[src/rtl/gtp_pll_reconfig_ctrl.sv]
// Reconfiguration sequencer for the GTP_PLL wrapper: gates outputs, loads new dividers,
// pulses PLL reset, qualifies lock with timeout/stability/retry, then ungates and monitors lock.
module gtp_pll_reconfig_ctrl #(
    parameter int unsigned        N_OUT        = 5,
    parameter int unsigned        INIT_IDIV    = 1,
    parameter int unsigned        INIT_FDIV    = 1,
    parameter logic [6*N_OUT-1:0] INIT_ODIV    = {N_OUT{6'd2}},
    parameter int unsigned        GATE_CYC     = 4,
    parameter int unsigned        RST_CYC      = 8,
    parameter int unsigned        LOCK_TIMEOUT = 1000,
    parameter int unsigned        LOCK_STABLE  = 64,
    parameter int unsigned        MAX_RETRY    = 3,
    parameter bit                 AUTO_RELOCK  = 1'b1
) (
    input  logic               CLK,
    input  logic               RST,
    input  logic               REQ_VALID,
    output logic               REQ_READY,
    input  logic [5:0]         REQ_IDIV,
    input  logic [5:0]         REQ_FDIV,
    input  logic [6*N_OUT-1:0] REQ_ODIV,
    input  logic               PLL_LOCK,
    output logic               PLL_RST,
    output logic [5:0]         DYN_IDIV,
    output logic [5:0]         DYN_FDIV,
    output logic [6*N_OUT-1:0] DYN_ODIV,
    output logic [N_OUT-1:0]   GATEO,
    output logic               BUSY,
    output logic               CLK_READY,
    output logic               ERR,
    output logic               LOCK_LOST,
    output logic [3:0]         RETRY_CNT
);

    localparam int unsigned MAX_A   = (LOCK_TIMEOUT > RST_CYC) ? LOCK_TIMEOUT : RST_CYC;
    localparam int unsigned MAX_B   = (GATE_CYC > LOCK_STABLE) ? GATE_CYC : LOCK_STABLE;
    localparam int unsigned CNT_MAX = (MAX_A > MAX_B) ? MAX_A : MAX_B;
    localparam int unsigned CW      = $clog2(CNT_MAX + 1);

    localparam logic [CW-1:0] GATE_LAST   = CW'(GATE_CYC - 1);
    localparam logic [CW-1:0] RST_LAST    = CW'(RST_CYC - 1);
    localparam logic [CW-1:0] TO_LAST     = CW'(LOCK_TIMEOUT - 1);
    localparam logic [CW-1:0] STABLE_LAST = CW'(LOCK_STABLE - 1);
    localparam logic [3:0]    RETRY_MAX   = 4'(MAX_RETRY);

    // A divider of 64 is carried as 0 in the 6-bit field.
    localparam logic [5:0] INIT_IDIV_V = 6'(INIT_IDIV);
    localparam logic [5:0] INIT_FDIV_V = 6'(INIT_FDIV);

    typedef enum logic [2:0] {
        ST_RESET,
        ST_WAIT_LOCK,
        ST_STABLE,
        ST_UNGATE,
        ST_RUN,
        ST_GATE,
        ST_FAIL
    } state_t;

    state_t               state_q, state_d;
    logic [CW-1:0]        cnt_q, cnt_d;
    logic                 lock_meta_q, lock_meta_d;
    logic                 lock_s_q, lock_s_d;
    logic [5:0]           idiv_q, idiv_d;
    logic [5:0]           fdiv_q, fdiv_d;
    logic [6*N_OUT-1:0]   odiv_q, odiv_d;
    logic [N_OUT-1:0]     gateo_q, gateo_d;
    logic                 pll_rst_q, pll_rst_d;
    logic                 req_ready_q, req_ready_d;
    logic                 busy_q, busy_d;
    logic                 clk_ready_q, clk_ready_d;
    logic                 err_q, err_d;
    logic                 lock_lost_q, lock_lost_d;
    logic [3:0]           retry_q, retry_d;
    logic                 accept;

    always_ff @(posedge CLK or posedge RST) begin
        if (RST) begin
            state_q     <= ST_RESET;
            cnt_q       <= '0;
            lock_meta_q <= 1'b0;
            lock_s_q    <= 1'b0;
            idiv_q      <= INIT_IDIV_V;
            fdiv_q      <= INIT_FDIV_V;
            odiv_q      <= INIT_ODIV;
            gateo_q     <= '0;
            pll_rst_q   <= 1'b1;
            req_ready_q <= 1'b0;
            busy_q      <= 1'b1;
            clk_ready_q <= 1'b0;
            err_q       <= 1'b0;
            lock_lost_q <= 1'b0;
            retry_q     <= '0;
        end else begin
            state_q     <= state_d;
            cnt_q       <= cnt_d;
            lock_meta_q <= lock_meta_d;
            lock_s_q    <= lock_s_d;
            idiv_q      <= idiv_d;
            fdiv_q      <= fdiv_d;
            odiv_q      <= odiv_d;
            gateo_q     <= gateo_d;
            pll_rst_q   <= pll_rst_d;
            req_ready_q <= req_ready_d;
            busy_q      <= busy_d;
            clk_ready_q <= clk_ready_d;
            err_q       <= err_d;
            lock_lost_q <= lock_lost_d;
            retry_q     <= retry_d;
        end
    end

    always_comb begin
        state_d     = state_q;
        cnt_d       = cnt_q + CW'(1);
        lock_meta_d = PLL_LOCK;
        lock_s_d    = lock_meta_q;
        idiv_d      = idiv_q;
        fdiv_d      = fdiv_q;
        odiv_d      = odiv_q;
        lock_lost_d = lock_lost_q;
        retry_d     = retry_q;
        accept      = REQ_VALID && req_ready_q;

        unique case (state_q)
            ST_RESET: begin
                if (cnt_q == RST_LAST) state_d = ST_WAIT_LOCK;
            end
            ST_WAIT_LOCK: begin
                if (lock_s_q) begin
                    state_d = ST_STABLE;
                end else if (cnt_q == TO_LAST) begin
                    if (retry_q < RETRY_MAX) begin
                        retry_d = retry_q + 4'd1;
                        state_d = ST_RESET;
                    end else begin
                        state_d = ST_FAIL;
                    end
                end
            end
            ST_STABLE: begin
                if (!lock_s_q)                 state_d = ST_WAIT_LOCK;
                else if (cnt_q == STABLE_LAST) state_d = ST_UNGATE;
            end
            ST_UNGATE: begin
                state_d = ST_RUN;
            end
            ST_RUN: begin
                // A request wins over a lock drop seen in the same cycle.
                if (accept) begin
                    idiv_d      = REQ_IDIV;
                    fdiv_d      = REQ_FDIV;
                    odiv_d      = REQ_ODIV;
                    lock_lost_d = 1'b0;
                    retry_d     = '0;
                    state_d     = ST_GATE;
                end else if (!lock_s_q) begin
                    lock_lost_d = 1'b1;
                    retry_d     = '0;
                    state_d     = AUTO_RELOCK ? ST_RESET : ST_FAIL;
                end
            end
            ST_GATE: begin
                if (cnt_q == GATE_LAST) state_d = ST_RESET;
            end
            ST_FAIL: begin
                if (accept) begin
                    idiv_d      = REQ_IDIV;
                    fdiv_d      = REQ_FDIV;
                    odiv_d      = REQ_ODIV;
                    lock_lost_d = 1'b0;
                    retry_d     = '0;
                    state_d     = ST_GATE;
                end
            end
            default: begin
                state_d = ST_RESET;
            end
        endcase

        if (state_d != state_q || state_q == ST_RUN || state_q == ST_FAIL) cnt_d = '0;

        // Outputs are registered from the next state so they track the state register.
        pll_rst_d   = (state_d == ST_RESET);
        gateo_d     = (state_d == ST_UNGATE || state_d == ST_RUN) ? '1 : '0;
        req_ready_d = (state_d == ST_RUN || state_d == ST_FAIL);
        busy_d      = !(state_d == ST_RUN || state_d == ST_FAIL);
        clk_ready_d = (state_d == ST_RUN);
        err_d       = (state_d == ST_FAIL);
    end

    assign REQ_READY = req_ready_q;
    assign PLL_RST   = pll_rst_q;
    assign DYN_IDIV  = idiv_q;
    assign DYN_FDIV  = fdiv_q;
    assign DYN_ODIV  = odiv_q;
    assign GATEO     = gateo_q;
    assign BUSY      = busy_q;
    assign CLK_READY = clk_ready_q;
    assign ERR       = err_q;
    assign LOCK_LOST = lock_lost_q;
    assign RETRY_CNT = retry_q;

endmodule

[config.mk]
export PLATFORM = sky130hd
export DESIGN_NAME = gtp_pll_reconfig_ctrl
export DESIGN_NICKNAME = d
export VERILOG_FILES = /design/src/rtl/gtp_pll_reconfig_ctrl.sv
export SDC_FILE = /design/constraint.sdc
export NUM_CORES = 1
export LEC_CHECK = 0
export CAP_MARGIN = 20
export CORE_AREA = 2 2 85 87
export CTS_CLUSTER_DIAMETER = 80
export CTS_CLUSTER_SIZE = 10
export DETAILED_ROUTE_END_ITERATION = 8
export DIE_AREA = 0 0 87 89
export GPL_TIMING_DRIVEN = 0
export PLACE_DENSITY_LB_ADDON = 0.25
export SYNTH_ARGS = -nofsm -noshare
export SYNTH_HDL_FRONTEND = slang
export SYNTH_SLANG_ARGS = --single-unit
[constraint.sdc]
create_clock -name CLK -period 3.32 [get_ports CLK]
set_input_delay 0.996 -clock CLK [delete_from_list [all_inputs] [get_ports CLK]]
set_output_delay 0.996 -clock CLK [all_outputs]
set_load 0.1 [all_outputs]
# After elaboration in Yosys (flattened, before gate mapping)
# Cells that the tools add are included.
[totals]
register_bits = 72
output_inout_bits = 57
input_bits = 46
[op_classes]
mux = 24
n_lt_le_gt_ge = 1
reduce_logical = 14
n_eq_ne = 19
add_sub_neg = 2
[op_table]
columns = ["operator", "count"]
rows = [
  ["$mux 3", 10],
  ["$mux 4", 6],
  ["$pmux 3 s7", 1],
  ["$eq 3x3->1 const B", 5],
  ["$pmux 4 s3", 1],
  ["$add 10x1->10 const B", 1],
  ["$eq 10x10->1 const B", 1],
  ["$eq 10x2->1 const B", 1],
  ["$eq 10x3->1 const B", 1],
  ["$eq 10x6->1 const B", 1],
  ["$mux 10", 1],
  ["$eq 3x2->1 const B", 3],
  ["$ne 2x2->1 const B", 4],
  ["$logic_not 3->1", 2],
  ["$reduce_and 6->1", 1],
  ["$mux 5", 1],
  ["$add 4x1->4 const B", 1],
  ["$logic_or 1x1->1", 4],
  ["$lt 4x2->1 const B", 1],
  ["$eq 3x1->1 const B", 1],
  ["$mux 1", 3],
  ["$ne 3x3->1", 1],
  ["$ne 3x3->1 const B", 1],
  ["$reduce_and 3->1", 1],
  ["7 further kinds", 7],
]

# Logic depth before layout (Yosys ltp)
# Gate-level depths: netlist (run 1).
[logic_depth]
word_depth = 9
depth_mapped = 6

# Worst setup path after synthesis (run 1)
# No wires, ideal clock.
[synth_path]
path_type = "register to output"
startpoint = "reg GATEO[3] (netlist name)"
endpoint = "out GATEO[1]"
path_buffers = 1
path_stages_with_launch = 2
t_arrival_ns = 1.374
path_slack_ns = 0.950
cell_sequence = "dfrtp_1 buf_4"
[synth_rtl]
columns = ["item", "line_no", "text"]
rows = [
  ["to (decl)", "27", "output logic [N_OUT-1:0] GATEO,"],
]

# Final worst setup path (run 1)
[layout_path]
startpoint = "reg odiv_q[13] (netlist: DYN_ODIV[13])"
endpoint = "out DYN_ODIV[13]"
[layout_rtl]
columns = ["item", "line_no", "text"]
rows = [
  ["from (decl)", "66", "logic [6*N_OUT-1:0] odiv_q, odiv_d;"],
  ["from (signal assigned)", "101", "odiv_q <= odiv_d;"],
  ["to (decl)", "26", "output logic [6*N_OUT-1:0] DYN_ODIV,"],
]
# No word-level cell between the ends.

==> flow_metrics.py, run 1 <==
metrics = {
    "sta": {
        "rsz0062_at_grt": "no",
        "clock-skew-final_ns": 0.006067,
        "period_utilization_pct": 90.50,
        "fin_setup_tns_ns": 0,
        "tightest_slew_margin_relative_to_the_limit_pct": 31.37,
        "slew_violations": 0,
        "setup_violations": 0,
        "final_hold_viol_count": 0,
        "time_the_worst_path_needs_with_i_o_delays_and_setup_ns": 3.004,
        "max_freq_ghz": 0.3328,
        "max_slew.worst_pin.slew_ns": 1.026,
    },
    "clocking": {
        "cts_root_buf": "clkbuf_8",
        "cts-hold-fix-buffers": 0,
        "cts_num_sinks": 68,
        "cts_tree": "built",
        "insertion_delay_ns": 0.34,
        "htree_levels": 3,
        "tritoncts.num_buffers": 9,
        "postCtsSetupRepairBufs": 0,
        "cts.reportedPaths.clkPinSlew_ns": 0.08,
        "cts.path.max_buffers": 2,
        "post_cts_resize_count": 0,
    },
    "synthesis": {
        "synth_fa_ha_area_share_pct": 0.8464,
        "ys_top_cells_by_count": "dfrtp_1, mux2_1, nor3_1, nand2_1, dfstp_2",
        "mappedNetlistArea_mm2": 0.002957,
        "yosys.area.top_type": "dfrtp_1",
        "synth_xor_area_share_pct": 2.666,
        "yosys.area.top_type_share_pct": 49.94,
        "synth.ff_latch_count": 68,
        "avgSynthCellArea_um2": 13.44,
        "yosys_warnings": 0,
        "synth-simple-area-share_pct": 13.42,
        "synth.yosys.seq_area_share_pct": 57.93,
        "post_synth_inst_count": 220,
        "compound_gate_portion_of_the_synthesized_area_pct": 5.248,
        "synthMostInstantiatedCell": "dfrtp_1",
        "number_of_enable_type_register_cells_in_the_synthesized_netlist": 0,
        "synthMuxAreaShare_pct": 16.72,
        "synth_top_family_by_area": "multiplexers",
        "syn_nets": 268,
        "synth.top_cells.by_area": "dfrtp_1, mux2_1, dfstp_2",
        "asyncSetResetFlopFracSynth_pct": 100.0,
        "netlist-cell-type-count": 52,
        "ys.flop_type": "dfrtp_1",
    },
    "worst_hold_path": {
        "timing.hold.worst.start": "lock_meta_q$_DFF_PP0_",
        "classification_of_the_worst_slack_hold_path": "flop to flop",
        "whs_path_depth": 0,
        "min_delay_worst_endpoint": "lock_s_q$_DFF_PP0_",
    },
    "global_routing": {
        "grt_util_met1_pct": 20.64,
        "vias_in_the_first_global_route": 2078,
        "grt_max_degree": 69,
        "grt_first_pass_wirelength_um": 9860,
        "antenna_found_initial": 0,
        "grtUsageMet2_pct": 26.86,
        "grtUsageTotal_pct": 16.50,
        "globalRoute.busiestLayer": "met2",
        "grt_overflow": 0,
        "grt_use_met3_pct": 4.340,
    },
    "setup_path": {
        "critPathCaptureType": "primary output",
        "timing.critical_path.cells": "clkdlybuf4s50_1",
        "worst_r2r_endpoint": "cnt_q[5]$_DFF_PP0_",
        "cpPeakStageDelay_ns": 1.13,
        "crit_path_top_delay_cell": "clkdlybuf4s50_1",
        "required_ns": 2.32,
        "worst-endpoint-arrival_ns": 2.01,
        "critical_path.reg2reg.startpoint": "cnt_q[0]$_DFF_PP0_",
        "start_kind": "flop",
        "cpLargestDelayFamily": "buffers and inverters",
        "critical_path_maximum_fanout": 2,
        "ff2ff_setup_slack_ns": 1.36,
        "r2r.worst_path.cells": 6,
        "worst-setup-path-type": "flop to primary output",
        "path_buf_inv": 1,
    },
    "route": {
        "drt-wirelength-per-cell_um": 14.56,
        "via_per_inst": 5.050,
        "initialDrtViolationCount": 82,
        "detail_route.wirelength_um": 6088,
        "detailedRoute.firstPassIterationCount": 5,
        "drtAntennaViolNets": 0,
        "drcViolationCount": 0,
        "dr_total_vias": 2111,
    },
    "floorplanning": {
        "ios": 103,
        "die_y_um": 89,
        "fp.dieW_um": 87,
        "die_area_mm2": 0.007743,
        "initial_core_util_pct": 44.00,
        "design.core.area_mm2": 0.006719,
        "num_rows": 30,
    },
    "placed_design": {
        "hpwlAfterDp_um": 4428,
        "place_inst": 402,
        "place_congestion": 0.7872,
        "io_port_bufs": 102,
    },
    "power_and_ir_drop": {
        "irDropWorstVdd_mv": 0.2893,
        "cellLeakagePower_nw": 1.933,
        "cellInternalPower_mw": 1.779,
        "power.net_switching_mw": 1.542,
        "power_density_mw_per_mm2": 777.1,
        "share_comb_of_total_power_pct": 47.6,
        "seq_power_share_pct": 32.0,
        "netSwitchingFraction_pct": 46.44,
        "relative_contribution_of_the_clock_network_to_total_power_pct": 20.4,
    },
    "run": {
        "cap_viol_max_count": 0,
    },
    "final_layout": {
        "instances_no_fill": 418,
        "multi_input_gate_area_mm2": 0.001150,
        "fraction_of_layout_cells_with_a_size_suffix_above_1_pct": 15.09,
        "final-seq-area_mm2": 0.001713,
        "antenna-diode-count": 0,
        "syn_to_final_growth_pct": 44.56,
        "num-nets-final": 381,
        "fill_cells": 516,
    },
    "outcome": {
        "status": "finished, final reports clean",
    },
}
-- worst max path at each step --
| stage | from | to | slack (ns) | depth (start not counted) |
|---|---|---|---|---|
| after floorplan | RST | CLK_READY$_DFF_PP0_ | 0.63 | 1 |
| after global placement | RST | DYN_ODIV[21]$_DFFE_PP0P_ | -0.53 | 2 |
| after detailed placement | REQ_VALID | DYN_ODIV[2]$_DFFE_PP0P_ | 0.64 | 5 |
| after CTS | DYN_ODIV[13]$_DFFE_PP1P_ | DYN_ODIV[13] | 0.29 | 1 |
| after global routing | DYN_ODIV[13]$_DFFE_PP1P_ | DYN_ODIV[13] | 0.26 | 1 |
| final | DYN_ODIV[13]$_DFFE_PP1P_ | DYN_ODIV[13] | 0.32 | 1 |
-- kinds of logic (layout without fill, tap and decap cells) --
kind of cell | count (synthesis) | after routing
AO/OA/AOI/OAI | 18 | 18
XOR/XNOR | 9 | 9
adder cells (fa/ha/maj) | 2 | 2
buffers and inverters | 16 | 134
flip-flops | 68 | 68
multiplexers | 44 | 44
AND/OR/NAND/NOR | 63 | 63
-- final cells by class --
| type | count | area share (%) |
|---|---|---|
| inverters | 2 | 0.2342 |
| flip-flops and latches | 68 | 40.08 |
| repair buffers | 102 | 23.89 |
| well taps | 80 | 2.342 |
| plain buffers | 14 | 2.020 |
| clock buffers | 12 | 3.396 |
| multi-input cells | 136 | 26.90 |
| clock inverters | 4 | 1.142 |
-- cell usage in the layout (no fill, tap or decap), types with 2 or more instances in the layout --
cell type	instances
clkdlybuf4s50_1	102
dfrtp_1	59
mux2_1	43
nor3_1	15
nand2_1	12
clkbuf_8	10
dfstp_2	9
buf_2	6
nor2_1	6
buf_4	5
xor2_1	5
clkbuf_1	4
xnor2_1	4
and2_1	3
nor3b_1	3
o21ai_1	2
a21oi_1	2
nor2b_1	2
nand3_1	2
nor4_1	2
nand2b_1	2
nand4_1	2
ha_1	2
clkinv_2	2
-- power by group through the flow --
stage | Combinational, mW | Clock (mW) | Sequential (mW)
3_3_place_gp | 1.57 | 0 | 1.07
3_5_place_dp | 1.59 | 0 | 1.08
2_1_floorplan | 0.490 | 0 | 1.80
5_1_grt | 1.66 | 0.736 | 1.08
4_1_cts | 1.59 | 0.696 | 1.06
6_report | 1.58 | 0.679 | 1.06
-- metrics by stage --
| stage | utilization, % | hold slack [ns] | setup WS, ns | power [mW] | instance area (um^2) |
|---|---|---|---|---|---|
| after CTS | 63.61 | 0.3552 | 0.2925 | 3.350 | 4274 |
| after global placement | 60.69 | 0.3349 | -0.5348 | 2.645 | 4078 |
| final | 63.61 | 0.3522 | 0.3155 | 3.321 | 4274 |
| after floorplan | - | 0.3312 | 0.6274 | 2.287 | 2957 |
| after global routing | 63.61 | 0.3606 | 0.2591 | 3.475 | 4274 |
| after detailed placement | 60.73 | 0.3385 | 0.6437 | 2.667 | 4080 |
-- registers in the layout, indices dropped and copies added (netlist names) --
signal,count
DYN_ODIV,30
cnt_q,10
DYN_FDIV,6
DYN_IDIV,6
RETRY_CNT,4
state_q,3
BUSY,1
CLK_READY,1
ERR,1
GATEO,1
LOCK_LOST,1
PLL_RST,1
REQ_READY,1
lock_meta_q,1
lock_s_q,1
-- metal layers --
layer | wire, um | vias up | part of all wire, %
met3 | 419 | 13 | 6.9
met5 | 0 | - | 0
met2 | 2754 | 79 | 45
met4 | 138 | 0 | 2.3
met1 | 2775 | 1000 | 46
li1 | - | 1019 | -
(Power assumes the default switching activity.)
==> inputs of run 2 (changes only) <==
- CAP_MARGIN: 20 -> default
==> results of run 2 <==
Final layout, timing and power as in run 1 (identical DEF).
==> inputs of run 3 (changes only) <==
- CTS_CLUSTER_SIZE: 10 -> 20
==> results of run 3 <==
Final layout, timing and power as in run 1 (identical DEF).
